**src/rtl/mandel_cmd_parser_if.sv**
```systemverilog
// Byte-in / parameter-out bundle between the UART receiver, the command
// parser and the Mandelbrot iteration engine.
interface mandel_cmd_parser_if;
    logic [7:0]  r_data;
    logic        r_ready;
    logic        busy;
    logic [8:0]  pix_x;
    logic [7:0]  pix_y;
    logic [15:0] cxs;
    logic [15:0] cys;
    logic [15:0] dcx;
    logic [15:0] dcy;
    logic [15:0] max_iterate;
    logic        start;
    logic        frame_err;
    logic [3:0]  byte_cnt;

    modport master (
        output r_data, r_ready, busy,
        input  pix_x, pix_y, cxs, cys, dcx, dcy, max_iterate, start, frame_err, byte_cnt
    );

    modport slave (
        input  r_data, r_ready, busy,
        output pix_x, pix_y, cxs, cys, dcx, dcy, max_iterate, start, frame_err, byte_cnt
    );
endinterface

```
**src/rtl/mandel_cmd_parser.sv**
```systemverilog
// Command parser for the Mandelbrot engine: synchronises the RX8 byte strobe,
// assembles a 13-byte big-endian render command into shadow registers,
// validates it, publishes it atomically and hands one start pulse to the
// engine once it is idle. A stalled partial frame is dropped after a timeout.
module mandel_cmd_parser #(
    parameter int SYNC_STAGES    = 2,
    parameter int TIMEOUT_CYCLES = 700000,
    parameter int N_BYTES        = 13
) (
    input  logic              clk,
    input  logic              rst,
    mandel_cmd_parser_if.slave bus
);
    localparam int TW = $clog2(TIMEOUT_CYCLES);

    logic [SYNC_STAGES-1:0] sync_q;
    logic                   ready_s;
    logic                   ready_d;
    logic                   accept;
    logic                   last_byte;
    logic                   timeout;
    logic [TW-1:0]          to_cnt;
    logic [3:0]             byte_cnt;
    logic                   frame_done;
    logic                   pending;

    logic [8:0]  sh_pix_x;
    logic [7:0]  sh_pix_y;
    logic [15:0] sh_cxs, sh_cys, sh_dcx, sh_dcy, sh_mi;

    logic [8:0]  pix_x;
    logic [7:0]  pix_y;
    logic [15:0] cxs, cys, dcx, dcy, max_iterate;
    logic        start;
    logic        frame_err;

    assign ready_s   = sync_q[SYNC_STAGES-1];
    assign accept    = ready_s & ~ready_d;
    assign last_byte = (byte_cnt == 4'(N_BYTES - 1));
    // An acceptance in the timeout cycle takes precedence over the resync.
    assign timeout   = !accept && (byte_cnt != 4'd0) && (to_cnt == TW'(TIMEOUT_CYCLES - 1));

    assign bus.pix_x       = pix_x;
    assign bus.pix_y       = pix_y;
    assign bus.cxs         = cxs;
    assign bus.cys         = cys;
    assign bus.dcx         = dcx;
    assign bus.dcy         = dcy;
    assign bus.max_iterate = max_iterate;
    assign bus.start       = start;
    assign bus.frame_err   = frame_err;
    assign bus.byte_cnt    = byte_cnt;

    // Bring the RX8 ready level into clk and keep a delayed copy for edge detection.
    always_ff @(posedge clk or posedge rst) begin
        if (rst) begin
            sync_q  <= '0;
            ready_d <= 1'b0;
        end else begin
            sync_q  <= {sync_q[SYNC_STAGES-2:0], bus.r_ready};
            ready_d <= ready_s;
        end
    end

    // Capture bytes into the shadow set, track frame position and run the inter-byte timeout.
    always_ff @(posedge clk or posedge rst) begin
        if (rst) begin
            byte_cnt   <= 4'd0;
            to_cnt     <= '0;
            frame_done <= 1'b0;
            sh_pix_x   <= '0;
            sh_pix_y   <= '0;
            sh_cxs     <= '0;
            sh_cys     <= '0;
            sh_dcx     <= '0;
            sh_dcy     <= '0;
            sh_mi      <= '0;
        end else begin
            frame_done <= 1'b0;
            if (accept) begin
                case (byte_cnt)
                    4'd0:    sh_pix_x[8]    <= bus.r_data[0];
                    4'd1:    sh_pix_x[7:0]  <= bus.r_data;
                    4'd2:    sh_pix_y       <= bus.r_data;
                    4'd3:    sh_cxs[15:8]   <= bus.r_data;
                    4'd4:    sh_cxs[7:0]    <= bus.r_data;
                    4'd5:    sh_cys[15:8]   <= bus.r_data;
                    4'd6:    sh_cys[7:0]    <= bus.r_data;
                    4'd7:    sh_dcx[15:8]   <= bus.r_data;
                    4'd8:    sh_dcx[7:0]    <= bus.r_data;
                    4'd9:    sh_dcy[15:8]   <= bus.r_data;
                    4'd10:   sh_dcy[7:0]    <= bus.r_data;
                    4'd11:   sh_mi[15:8]    <= bus.r_data;
                    4'd12:   sh_mi[7:0]     <= bus.r_data;
                    default: ;
                endcase
                to_cnt <= '0;
                if (last_byte) begin
                    byte_cnt   <= 4'd0;
                    frame_done <= 1'b1;
                end else begin
                    byte_cnt <= byte_cnt + 4'd1;
                end
            end else if (byte_cnt == 4'd0) begin
                to_cnt <= '0;
            end else if (timeout) begin
                // Every shadow bit is rewritten by a full frame, so dropping the position is enough.
                byte_cnt <= 4'd0;
                to_cnt   <= '0;
            end else begin
                to_cnt <= to_cnt + TW'(1);
            end
        end
    end

    // Validate completed frames, publish them atomically and issue the start handshake.
    always_ff @(posedge clk or posedge rst) begin
        if (rst) begin
            pix_x       <= 9'd510;
            pix_y       <= 8'd255;
            cxs         <= '0;
            cys         <= '0;
            dcx         <= '0;
            dcy         <= '0;
            max_iterate <= 16'd100;
            start       <= 1'b0;
            frame_err   <= 1'b0;
            pending     <= 1'b0;
        end else begin
            start     <= 1'b0;
            frame_err <= timeout;
            if (frame_done) begin
                if (sh_mi == 16'd0) begin
                    frame_err <= 1'b1;
                end else begin
                    pix_x       <= sh_pix_x;
                    pix_y       <= sh_pix_y;
                    cxs         <= sh_cxs;
                    cys         <= sh_cys;
                    dcx         <= sh_dcx;
                    dcy         <= sh_dcy;
                    max_iterate <= sh_mi;
                end
            end
            // A frame landing while start fires is covered by that same pulse,
            // since the outputs update on the same edge.
            if (pending && !bus.busy) begin
                start   <= 1'b1;
                pending <= 1'b0;
            end else if (frame_done && (sh_mi != 16'd0)) begin
                pending <= 1'b1;
            end
        end
    end
endmodule

```
**src/flat_wrapper.sv**
```systemverilog
// flat-port wrapper written by rule: the top's interface ports become plain ports
module mandel_cmd_parser_flat 
#(
    parameter int SYNC_STAGES    = 2,
    parameter int TIMEOUT_CYCLES = 700000,
    parameter int N_BYTES        = 13
)
  (clk, rst, bus_r_data, bus_r_ready, bus_busy, bus_pix_x, bus_pix_y, bus_cxs, bus_cys, bus_dcx, bus_dcy, bus_max_iterate, bus_start, bus_frame_err, bus_byte_cnt);
  mandel_cmd_parser_if bus_i ();
  input  logic clk;
  input  logic rst;
  input wire logic [$bits(bus_i.r_data)-1:0] bus_r_data;
  input wire logic [$bits(bus_i.r_ready)-1:0] bus_r_ready;
  input wire logic [$bits(bus_i.busy)-1:0] bus_busy;
  output wire logic [$bits(bus_i.pix_x)-1:0] bus_pix_x;
  output wire logic [$bits(bus_i.pix_y)-1:0] bus_pix_y;
  output wire logic [$bits(bus_i.cxs)-1:0] bus_cxs;
  output wire logic [$bits(bus_i.cys)-1:0] bus_cys;
  output wire logic [$bits(bus_i.dcx)-1:0] bus_dcx;
  output wire logic [$bits(bus_i.dcy)-1:0] bus_dcy;
  output wire logic [$bits(bus_i.max_iterate)-1:0] bus_max_iterate;
  output wire logic [$bits(bus_i.start)-1:0] bus_start;
  output wire logic [$bits(bus_i.frame_err)-1:0] bus_frame_err;
  output wire logic [$bits(bus_i.byte_cnt)-1:0] bus_byte_cnt;
  assign bus_i.r_data = bus_r_data;
  assign bus_i.r_ready = bus_r_ready;
  assign bus_i.busy = bus_busy;
  assign bus_pix_x = bus_i.pix_x;
  assign bus_pix_y = bus_i.pix_y;
  assign bus_cxs = bus_i.cxs;
  assign bus_cys = bus_i.cys;
  assign bus_dcx = bus_i.dcx;
  assign bus_dcy = bus_i.dcy;
  assign bus_max_iterate = bus_i.max_iterate;
  assign bus_start = bus_i.start;
  assign bus_frame_err = bus_i.frame_err;
  assign bus_byte_cnt = bus_i.byte_cnt;
  mandel_cmd_parser #(.SYNC_STAGES(SYNC_STAGES), .TIMEOUT_CYCLES(TIMEOUT_CYCLES), .N_BYTES(N_BYTES)) u_core (.clk(clk), .rst(rst), .bus(bus_i));
endmodule
```
**config.mk**
```make
export PLATFORM = sky130hd
export DESIGN_NAME = mandel_cmd_parser_flat
export DESIGN_NICKNAME = d
export VERILOG_FILES = /design/src/rtl/mandel_cmd_parser_if.sv /design/src/rtl/mandel_cmd_parser.sv /design/src/flat_wrapper.sv
export SDC_FILE = /design/constraint.sdc
export NUM_CORES = 1
export LEC_CHECK = 0
export CAP_MARGIN = 20
export CORE_UTILIZATION = 49
export CTS_CLUSTER_DIAMETER = 100
export CTS_CLUSTER_SIZE = 28
export DETAILED_ROUTE_END_ITERATION = 6
export PLACE_DENSITY = 0.87
export SLEW_MARGIN = 10
export SYNTH_ARGS = -nofsm -noshare
export SYNTH_HDL_FRONTEND = slang
export SYNTH_SLANG_ARGS = --single-unit
```
**constraint.sdc**
```tcl
create_clock -name clk -period 6.9 [get_ports clk]
set_input_delay 1.035 -clock clk [delete_from_list [all_inputs] [get_ports clk]]
set_output_delay 1.035 -clock clk [all_outputs]
set_load 0.1 [all_outputs]
```
==> flow_results.org <==
** Outcome
- Outcome :: completed

** Synthesis
- After synthesis, flip-flops and latches occupy 64.6% of the total area.
- The average instance in the mapped netlist occupies 15.1 um2.
- Post-synth cell types :: 38
- Syn Std Cell Area :: 8750 um2
- After synthesis the netlist holds a flip-flop and latch count of 225.
- Synthesis handed over a netlist of 579 instances.
- Synthesis produced a netlist with a net count of 596.
- For this run, the number of Yosys warnings is 0.

** Finish
- # diodes :: 0
- The register with the most flip-flops in the layout has 20 of them.
- The net count of the finished layout is 703.
- The post-route netlist has 33.9% of its cells at a drive strength greater than 1.
- Register with the most flip-flops :: u_core.to_cnt
- Post-layout util :: 60.5%
- The area growth from synthesis to layout is 20.0%.

** Placement
- The wire-length estimate of the detail-placed layout is 12.3 mm.
- The congestion estimate from routability-driven global placement came to 0.799.
- Prior to clock tree synthesis, the placed netlist has a worst setup slack of 4.01 ns.
- Number of input and output port buffers inserted :: 114

** CTS
- Quantity of hold-fixing buffers added after cts :: 0
- TritonCTS built the clock tree.
- # clock sinks :: 225
- The clock reaches the later pin of the worst-skew pair after 0.46 ns.
- Root cell of the clock tree :: sky130_fd_sc_hd__clkbuf_16
- Clock-pin slew was measured on the worst setup and hold paths at 0.10 ns.
- Counting along the longest clock path gives a buffer depth of 3.
- Clock tree synthesis inserted a total of 12 buffers.
- Setup Buffers After CTS :: 0
- Post-CTS repair changed the size of 0 cells.
- CTS built an H-tree with a depth of 1.

** Timing
- The worst path meets setup with 3.72 ns of slack.
- Worst Clk Skew :: 0.0302 ns
- The clock period could shrink to 3.18 ns.
- Worst hold-check slack :: 0.386 ns
- Final worst path period share :: 46.1%
- Setup total negative slack :: 0 ns
- At the pin with the least slew margin, the transition time is 1.01 ns.
- Based on the critical path, the design can be clocked at up to 314 MHz.
- Measured against its own limit, the worst slew margin works out to 32.4%.
- The hold violation count in the final report was 0.
- The max-slew violation count is 0.
- Total setup violations reported at the end of the flow :: 0
- Setup repair after global routing left no endpoint under its margin.

** Setup path
- CP delay by family, top :: buffers and inverters
- Buffers and inverters on the worst path :: 1
- The worst setup path is of the reg2out kind.
- Last element of the critical path :: bus_max_iterate[2]
- Data on the critical path arrives at its endpoint at 2.15 ns.
- Critical path peak fanout :: 2
- R2R cell count :: 5
- Tracing the worst setup path back leads to its startpoint at u_core.bus.max_iterate[2]$_DFFE_PP1P_.
- The worst register-to-register path begins at u_core.sh_mi[13]$_DFFE_PP0P_.
- The slowest stage of the critical path belongs to the cell sky130_fd_sc_hd__clkdlybuf4s50_1.
- The setup check on the worst reg-to-reg path leaves a slack of 4.40 ns.
- Number of cells on the critical path :: 1
- Traced cell by cell, the critical path runs through clkdlybuf4s50_1.
- Setup crit end kind :: output pin
- Worst endpoint required time :: 5.86 ns
- Critical R2R Capture :: u_core.bus.cxs[2]$_DFFE_PP0P_
- Critical path's largest stage delay :: 1.14 ns
- The worst setup path is launched from a register.

** Floorplan
- Effective utilization at floorplan :: 50.4%
- Die Span X :: 136 um
- Area enclosed by the die boundary :: 18,400 um2
- I/O pin count :: 115
- After floorplanning, the core was divided into 48 placement rows.
- Vert. Die Dim :: 136 um
- The core region is 17,400 um2.

** Route
- Router iterations before antenna repair :: 4
- In the detailed route, the total length drawn on met3 is 659 um.
- Iter 0 DRT Violations :: 271
- Wire length on met1 :: 7.49 mm
- In the final routed layout, each cell accounts on average for 19.6 um.
- Wires add up to 17.9 mm.
- Antenna viol nets, final :: 0
- Via count :: 5,063
- After detailed routing, the met2 layer carries 9.42 mm of wire.
- Detailed-route DRC error count :: 0
- After detailed routing, the number of vias per cell comes to 5.53.
- After detailed routing, no signal wire sits above met4.

** Global route
- Entering global routing, the biggest net connects 126 pins.
- The number of global-route vias before repair was 5,408.
- Total global routing track utilization :: 20.5%
- Overflow after GRT :: 0
- The initial antenna violation count is 0.
- The first global-routing pass estimated 29.1 mm of wire.

** Job
- Max-capacitance violation count :: 0

** Min path
- In this run the worst hold path is classified as reg2reg.
==> how the worst min path moves through the flow <==
stage / start / cells past startpoint / to
finish: u_core.sync_q[0]$_DFF_PP0_ / 0 / u_core.sync_q[1]$_DFF_PP0_
CTS: u_core.sync_q[0]$_DFF_PP0_ / 0 / u_core.sync_q[1]$_DFF_PP0_
global route: u_core.sync_q[0]$_DFF_PP0_ / 0 / u_core.sync_q[1]$_DFF_PP0_
global placement: u_core.sync_q[1]$_DFF_PP0_ / 0 / u_core.ready_d$_DFF_PP0_
detailed placement: u_core.sync_q[0]$_DFF_PP0_ / 0 / u_core.sync_q[1]$_DFF_PP0_
floorplan: u_core.sync_q[0]$_DFF_PP0_ / 0 / u_core.sync_q[1]$_DFF_PP0_
==> routing by layer <==
layer,track usage (%),up-vias
met4,5.49,0
li1,-,2252
met3,2.66,29
met2,36.3,128
met1,26.3,2654
met5,0,-
==> placed cells by master, fill, tap and decap left out, drive strengths merged, types with 6 or more instances in the layout <==
master,instances
dfrtp,206
mux2,195
clkdlybuf4s50,114
nand2,20
nor2,20
dfstp,19
clkbuf,18
a21oi,10
inv,9
xnor2,9
nor3,8
nand3,8
nand4,7
nor4,6
==> metrics by stage <==
step,std cells,area (um2)
after floorplan,579,8750
after global placement,896,10100
after detailed placement,897,10100
after CTS,916,10500
after global routing,916,10500
final,916,10500
==> Yosys cell counts (all sizes together) <==
cell type  count  share of area (%)
a21oi         10               0.61
a31o           1               0.10
and2           1              0.072
and4           2               0.20
buf            7               0.33
clkbuf        18               0.77
dfrtp        206                 59
dfstp         19                5.7
ha             5               0.71
inv           10               0.43
mux2         195                 25
nand2         20               0.86
nand2b         1              0.072
nand3          8               0.60
nand4          7               0.67
nand4bb        1               0.13
nor2          20               0.86
nor2b          2               0.14
nor3           8               0.46
nor3b          1              0.086
nor4           6               0.43
nor4b          1               0.10
o211ai         2               0.17
o21ai          5               0.29
o2bb2ai        1               0.10
o31ai          3               0.26
or3            3               0.21
or4            2               0.21
or4b           1               0.11
xnor2          9               0.90
xor2           4               0.40
==> area by class of cell <==
type | count | area, um2
Timing Repair Buffer | 118 | 1190
Fill cell | 1250 | 6850
Clock inverter | 1 | 30.0
Tap cell | 225 | 282
Inverter | 10 | 41.3
Clock buffer | 18 | 344
Multi-Input combinational cell | 319 | 2970
Sequential cell | 225 | 5650
==> cell families (layout without fill, tap and decap cells) <==
family,count (synthesis),after routing,synth area share (%)
XOR/XNOR,13,13,1.30
AND/OR/NAND/NOR,84,84,5.22
buffers and inverters,35,147,1.53
multiplexers,195,195,25.1
adder cells (fa/ha/maj),5,5,0.715
flip-flops,225,225,64.6
AO/OA/AOI/OAI,22,22,1.53
Power is not shown: default switching activity piles up to over one toggle a cycle in this logic, so the estimate is an artifact.
